## config.mk

```make
export PLATFORM = sky130hd
export DESIGN_NAME = read_32bit_from_ip_ram_flat
export DESIGN_NICKNAME = d
export VERILOG_FILES = /design/src/rtl/read_32bit_from_ip_ram_if.sv /design/src/rtl/read_32bit_from_ip_ram.sv /design/src/flat_wrapper.sv
export SDC_FILE = /design/constraint.sdc
export NUM_CORES = 1
export LEC_CHECK = 0
export BUFFER_PORTS_ARGS = -buffer_cell sky130_fd_sc_hd__buf_4
export CORE_ASPECT_RATIO = 0.5
export CORE_MARGIN = 2
export CORE_UTILIZATION = 49
export DETAILED_ROUTE_END_ITERATION = 6
export HOLD_SLACK_MARGIN = 0.12
export PLACE_DENSITY_LB_ADDON = 0.25
export REMOVE_ABC_BUFFERS = 1
export SLEW_MARGIN = 25
export SYNTH_ARGS = -nofsm -noshare
export SYNTH_HDL_FRONTEND = slang
export SYNTH_SLANG_ARGS = --single-unit
```

## constraint.sdc

```tcl
create_clock -name clk -period 6.4 [get_ports clk]
set_input_delay 1.28 -clock clk [delete_from_list [all_inputs] [get_ports clk]]
set_output_delay 1.28 -clock clk [all_outputs]
set_load 0.01 [all_outputs]
```

## src/rtl/read_32bit_from_ip_ram_if.sv

```systemverilog
// read_32bit_from_ip_ram_if: request, RAM port-A and result signals of the 32-bit RAM reader
interface read_32bit_from_ip_ram_if #(parameter int ADDR_W = 19);
  logic              start;
  logic [ADDR_W-1:0] address;
  logic [7:0]        ram_q;
  logic [ADDR_W-1:0] ram_address;
  logic              ram_rd_active;
  logic [31:0]       data_out;
  logic              done;
  logic              busy;
  logic              align_err;
  modport slave (input start, address, ram_q,
                 output ram_address, ram_rd_active, data_out, done, busy, align_err);
  modport master (output start, address, ram_q,
                  input ram_address, ram_rd_active, data_out, done, busy, align_err);
endinterface

```

## src/rtl/read_32bit_from_ip_ram.sv

```systemverilog
// read_32bit_from_ip_ram: fetches a little-endian 32-bit word from byte-wide RAM port A
// Optional misaligned-address rejection is enabled by defining READ32_ALIGN_CHECK_EN.
module read_32bit_from_ip_ram #(
  parameter int ADDR_W       = 19,
  parameter int READ_LATENCY = 1
) (
  input logic                      clk,
  input logic                      rst,
  read_32bit_from_ip_ram_if.slave  bus
);
  typedef enum logic [1:0] {IDLE, ISSUE, DRAIN, DONE} state_t;
  localparam logic [2:0] LAT = 3'(READ_LATENCY);
  state_t            state_q, state_d;
  logic [ADDR_W-1:0] base_q, base_d, ram_address_q, ram_address_d;
  logic [2:0]        cyc_q, cyc_d;
  logic [23:0]       buf_q, buf_d;
  logic [31:0]       data_out_q, data_out_d;
  logic              align_err_q, align_err_d;
  logic              misaligned, active, capture;
`ifdef READ32_ALIGN_CHECK_EN
  assign misaligned = bus.address[1:0] != 2'b00;
`else
  assign misaligned = 1'b0;
`endif
  assign active  = state_q == ISSUE || state_q == DRAIN;
  // cyc_q counts edges since the accepting edge minus one, so byte i arrives when cyc_q == i+LAT
  assign capture = active && cyc_q >= LAT;
  always_comb begin
    state_d       = state_q;
    base_d        = base_q;
    ram_address_d = ram_address_q;
    cyc_d         = cyc_q;
    buf_d         = buf_q;
    data_out_d    = data_out_q;
    align_err_d   = 1'b0;
    if (state_q == IDLE && bus.start) begin
      state_d       = misaligned ? DONE : ISSUE;
      align_err_d   = misaligned;
      base_d        = misaligned ? base_q : bus.address;
      ram_address_d = misaligned ? ram_address_q : bus.address;
      cyc_d         = 3'd0;
    end
    if (active) begin
      cyc_d = cyc_q + 3'd1;
      buf_d = capture ? {bus.ram_q, buf_q[23:8]} : buf_q;
    end
    if (state_q == ISSUE) begin
      ram_address_d = base_q + ADDR_W'(cyc_q + 3'd1);
      state_d       = cyc_q == 3'd2 ? DRAIN : ISSUE;
    end
    if (state_q == DRAIN && cyc_q == LAT + 3'd3) begin
      data_out_d = {bus.ram_q, buf_q};
      state_d    = DONE;
    end
    if (state_q == DONE) state_d = IDLE;
  end
  always_ff @(posedge clk) begin
    if (!rst) begin
      state_q       <= IDLE;
      base_q        <= '0;
      ram_address_q <= '0;
      cyc_q         <= '0;
      buf_q         <= '0;
      data_out_q    <= '0;
      align_err_q   <= 1'b0;
    end else begin
      state_q       <= state_d;
      base_q        <= base_d;
      ram_address_q <= ram_address_d;
      cyc_q         <= cyc_d;
      buf_q         <= buf_d;
      data_out_q    <= data_out_d;
      align_err_q   <= align_err_d;
    end
  end
  assign bus.ram_address   = ram_address_q;
  assign bus.data_out      = data_out_q;
  assign bus.done          = state_q == DONE;
  assign bus.busy          = active;
  assign bus.ram_rd_active = active;
  assign bus.align_err     = align_err_q;
endmodule

```

## src/flat_wrapper.sv

```systemverilog
// flat-port wrapper written by rule: the top's interface ports become plain ports
module read_32bit_from_ip_ram_flat 
#(
  parameter int ADDR_W       = 19,
  parameter int READ_LATENCY = 1
)
  (clk, rst, bus_start, bus_address, bus_ram_q, bus_ram_address, bus_ram_rd_active, bus_data_out, bus_done, bus_busy, bus_align_err);
  read_32bit_from_ip_ram_if #(.ADDR_W(ADDR_W)) bus_i ();
  input logic clk;
  input logic rst;
  input wire logic [$bits(bus_i.start)-1:0] bus_start;
  input wire logic [$bits(bus_i.address)-1:0] bus_address;
  input wire logic [$bits(bus_i.ram_q)-1:0] bus_ram_q;
  output wire logic [$bits(bus_i.ram_address)-1:0] bus_ram_address;
  output wire logic [$bits(bus_i.ram_rd_active)-1:0] bus_ram_rd_active;
  output wire logic [$bits(bus_i.data_out)-1:0] bus_data_out;
  output wire logic [$bits(bus_i.done)-1:0] bus_done;
  output wire logic [$bits(bus_i.busy)-1:0] bus_busy;
  output wire logic [$bits(bus_i.align_err)-1:0] bus_align_err;
  assign bus_i.start = bus_start;
  assign bus_i.address = bus_address;
  assign bus_i.ram_q = bus_ram_q;
  assign bus_ram_address = bus_i.ram_address;
  assign bus_ram_rd_active = bus_i.ram_rd_active;
  assign bus_data_out = bus_i.data_out;
  assign bus_done = bus_i.done;
  assign bus_busy = bus_i.busy;
  assign bus_align_err = bus_i.align_err;
  read_32bit_from_ip_ram #(.ADDR_W(ADDR_W), .READ_LATENCY(READ_LATENCY)) u_core (.clk(clk), .rst(rst), .bus(bus_i));
endmodule
```

Word level (Yosys, flattened, before mapping)
Index checks and enable logic that the tools add are counted. W data, S select, Z words.

Word-level logic and storage cells: 34. Bits in registers: 99.

Equal/unequal tests: 5. Multiplexer cells: 8. Magnitude comparators: 1. Add/subtract/negate cells: 3. Reduce and logical (&&, ||, !) cells: 10. Bitwise operators: 1.

Operators by type and width (number): $mux W19 (2); $add A19 B19 Y19 (1); $mux W2 (4); $mux W3 (2); $add A3 B1 Y4 const B (1); $eq A2 B2 Y1 const B (2); $reduce_bool A2 Y1 (2); $add A3 B1 Y3 const B (1); $eq A3 B2 Y1 const B (1); $eq A3 B3 Y1 const B (1); $ge A3 B1 Y1 const B (1); $logic_and A1 B1 Y1 (3); $reduce_bool A3 Y1 (1); $eq A2 B1 Y1 const B (1); $logic_not A2 Y1 (1); $reduce_and A2 Y1 (1); $reduce_or A2 Y1 (1); $logic_or A1 B1 Y1 (1); $not A1 Y1 (1).

Longest topological paths before layout
Depth in word-level cells: 5. Mapped depth: 9. Depth with buffers taken out: 8.

Worst setup path before layout
OpenSTA, ideal clock, no wires.

Path type: reg2reg. Start: register u_core.cyc_q[1]. End: register u_core.ram_address_q[12] (netlist: u_core.bus.ram_address[12]). Path buffers: 1. Cell stages (with the launch flop): 10. Required time: 6278 ps. Arrival: 2264 ps. Setup slack: 4014 ps. Cell sequence: dfxtp_1 > inv_1 > ha_1 > inv_1 > fa_1 > nand2b_1 > a21o_1 > buf_4 > o31a_1 > o311a_1.

Cells in the longest elaborated chain, start to end: 3.

Ends and longest elaborated chain: start, declared (RTL line read_32bit_from_ip_ram.sv:15) `logic [2:0] cyc_q, cyc_d;`; start signal, assigned (RTL line read_32bit_from_ip_ram.sv:70) `cyc_q <= cyc_d;`; $add A3 B1 Y4 (RTL line read_32bit_from_ip_ram.sv:48) `ram_address_d = base_q + ADDR_W'(cyc_q + 3'd1);`; $add A19 B19 Y19 (RTL line read_32bit_from_ip_ram.sv:48); $mux W19 (RTL line read_32bit_from_ip_ram.sv:47) `if (state_q == ISSUE) begin`; end signal, assigned (RTL line read_32bit_from_ip_ram.sv:69) `ram_address_q <= ram_address_d;`; end, declared (RTL line read_32bit_from_ip_ram.sv:14) `logic [ADDR_W-1:0] base_q, base_d, ram_address_q, ram_address_d;`.

No other way between the ends. A chain may end at the register's enable or synchronous reset.

Worst setup path in the final report
Start: register u_core.state_q[0]. End: output port bus_ram_rd_active.

Cells in the longest elaborated chain, start to end: 2. Elaborated cells between the ends (all ways): 3. Those cells by class: 2 x eq/ne; 1 x reduce/logical.

Ends and longest elaborated chain: start, declared (RTL line read_32bit_from_ip_ram.sv:13) `state_t state_q, state_d;`; start signal, assigned (RTL line read_32bit_from_ip_ram.sv:67) `state_q <= state_d;`; $eq A2 B1 Y1 / $eq A2 B2 Y1 (equally long branches) (RTL line read_32bit_from_ip_ram.sv:25) `assign active = state_q == ISSUE || state_q == DRAIN;`; $logic_or A1 B1 Y1 (*) (RTL line read_32bit_from_ip_ram.sv:25); end, declared (RTL line flat_wrapper.sv:15) `output wire logic [$bits(bus_i.ram_rd_active)-1:0] bus_ram_rd_active;`.

Every way passes the cells marked *; elsewhere a longest branch is shown, timed or not.

==> metrics.yaml <==
status:
  status: "completed"
worst_setup_path:
  worstSetupStartpointType: "flip-flop"
  cp.required_ns: 5.12
  crit_fanout: 10
  critPathTopFamily: "adder cells"
  crit_type: "reg -> out"
  cp_num_buf_inv: 2
  cp_cell_sequence: "inv_1, ha_1, buf_4"
  slowest_delay_ns: 0.50
  slowest_stage: "ha_1"
  cp-end-kind: "output pin"
  arrival_ns: 1.50
power:
  power_density_nw_per_um2: 278
  p_leak_nw: 2.03
  vdd_drop_max_mv: 0.170
global_routing:
  top_usage_layer: "met2"
  grt_pass1_wl_mm: 16.0
  grt.total_usage_pct: 21.2
  met3_usage_pct: 6.21
  grt_pass1_vias: 3368
  grt_max_degree: 79
  grt_use_met2_pct: 34.5
  globalRouteMet1Util_pct: 27.5
  overflow: 0
  antenna_found_initial: 0
synthesis:
  synthArstFlopShare_pct: 0
  synthFlopType: "dfxtp_1"
  netlist-cell-type-count: 44
  synth_area_um2: 4210
  syn_area_per_cell_um2: 8.04
  ys_ff_latch: 99
  netlist_instances: 524
  netlist.area_leader.share_pct: 47.0
  synth_warnings: 0
  yosys.area.top_type: "dfxtp_1"
  synth.most_common_cell: "nand2_1"
  synth-seq-area-share_pct: 47.0
  synth-edff-count: 0
  synthTopCellsByCount: "172 x nand2_1, 99 x dfxtp_1, 96 x a21oi_1, 23 x clkbuf_1, 12 x ha_1"
  synthTopCellsByArea: "dfxtp_1 47%, nand2_1 15%, a21oi_1 11%"
clocking:
  cts.path.max_buffers: 2
  cts_resized: 0
  cts_tree: "yes"
  clkLatencyLatePin_ns: 0.35
  cts_buffers: 9
  post_cts_buffers: 0
  cts.clk_slew.worst_paths_ns: 0.07
  clock_sinks: 99
  root_buffer: "clkbuf_16"
  hold_buffers: 0
  h-tree-depth: 3
finish:
  num_antenna_cells: 0
  drive_above_1_share_pct: 19.7
  syn_to_final_growth_pct: 22.6
  nets: 628
timing:
  slew_headroom_pct: 35.6
  tightest_slew_ns: 0.966
  setup_viol_count_final: 0
  maxSlewViolCount: 0
  setup-tns-final_ns: 0
  fin_crit_ns: 2.78
  skew_ns: 0.00709
  holdWs_ns: 0.451
  finalCritPeriodShare_pct: 43.4
  rsz0062_at_grt: "false"
  max_freq_ghz: 0.360
  hold_viol_final: 0
flow_run:
  drv_cap: 0
floorplanning:
  io_pins: 85
  row_count: 23
  core_area_um2: 8170
  die_width_um: 135
  die_h_um: 69.6
  initial_core_util_pct: 51.5
  fp.dieArea_um2: 9400
route:
  ant_nets: 0
  vias: 3709
  drc: 0
  dr.pass1.iters: 5
  wl_mm: 9.50
  drt_iter0_markers: 244
  routedWlPerCell_um: 13.5
  via_per_inst: 5.28
placed_design:
  globalplace.congestion: 0.824
  io_buffers: 83
  place_hpwl_mm: 5.96
hold_path:
  hold_path_class: "reg -> reg"
## logic make-up after synthesis
logic type | count (synthesis) | synth area share, %
adders and majority gates | 13 | 4.04
DFF | 99 | 47.0
and+or+nand+nor | 212 | 21.7
other | 1 | 0.0890
AOI/OAI and AO/OA | 144 | 20.6
buffers and inverters | 50 | 5.58
xor gates and xnor gates | 5 | 1.04
## tightest hold or removal path: cells and delay by family, from the launching register on
family          cells  cell delay, ns
simple gates        1            0.05
compound gates      1            0.05
flops               1            0.31
## layer usage
metal,vias to the layer above,wire length [um]
met5,-,0
met4,0,121
li1,1900,-
met3,9,517
met2,94,4450
met1,1706,4410
## sequential cells by signal, summed over array words and instances (netlist names)
signal,flops
u_core.base_q,19
u_core.buf_q,24
u_core.bus.ram_address,19
u_core.cyc_q,3
u_core.state_q,2
u_core.bus.data_out,32
## cell type report
cell class / instances / area (um2)
fill: 775 / 3010
multi-input combinational: 375 / 2000
sequential: 99 / 1980
timing repair buffer: 88 / 661
clock buffer: 12 / 256
tap: 112 / 140
clock inverter: 4 / 77.6
inverter: 12 / 45.0
## report_power, final
part	total [mW]	internal, mW	switching [mW]	leakage (nW)
sequential	0.668	0.644	0.0240	0.805
clock	0.600	0.367	0.233	0.164
combinational	0.169	0.0729	0.0964	1.06
## placed cells by master (no fill, tap or decap), types with 3 or more instances in the layout
cell,netlist,layout
inv_1,11,11
and3_1,4,4
nor2_1,4,4
nand3_1,5,5
o21ai_0,6,6
or3_1,5,5
a21oi_1,96,96
a31oi_1,7,7
buf_4,4,88
o311a_1,6,6
a211oi_1,4,4
nor4_1,8,8
xnor2_1,3,3
a21o_1,7,7
dfxtp_1,99,99
clkbuf_16,0,9
o31a_1,7,7
nand2_1,172,172
ha_1,12,12
a31o_2,4,4
## per-stage QoR
stage	cells	cell area, um2	power, mW	util [%]	setup slack (ns)
global placement	686	4830	0.848	59.1	3.70
detailed placement	686	4830	0.851	59.1	3.63
CTS	702	5170	1.45	63.2	3.60
floorplan	486	4020	0.776	-	3.99
finish	702	5170	1.44	63.2	3.62
global route	702	5170	1.50	63.2	3.52
## worst paths after layout
kind,from,to,slack [ns],cells past startpoint
worst min-delay path,u_core.buf_q[3]$_SDFFE_PN0P_,u_core.bus.data_out[3]$_SDFFE_PN0P_,0.45,2
worst max-delay path,u_core.state_q[0]$_SDFFE_PP0P_,bus_ram_rd_active,3.62,3
worst max register to register,u_core.cyc_q[1]$_SDFFE_PN0P_,u_core.bus.ram_address[15]$_SDFFE_PN0P_,3.70,7
worst min register to register,u_core.buf_q[3]$_SDFFE_PN0P_,u_core.bus.data_out[3]$_SDFFE_PN0P_,0.45,2
(Power assumes the default switching activity.)
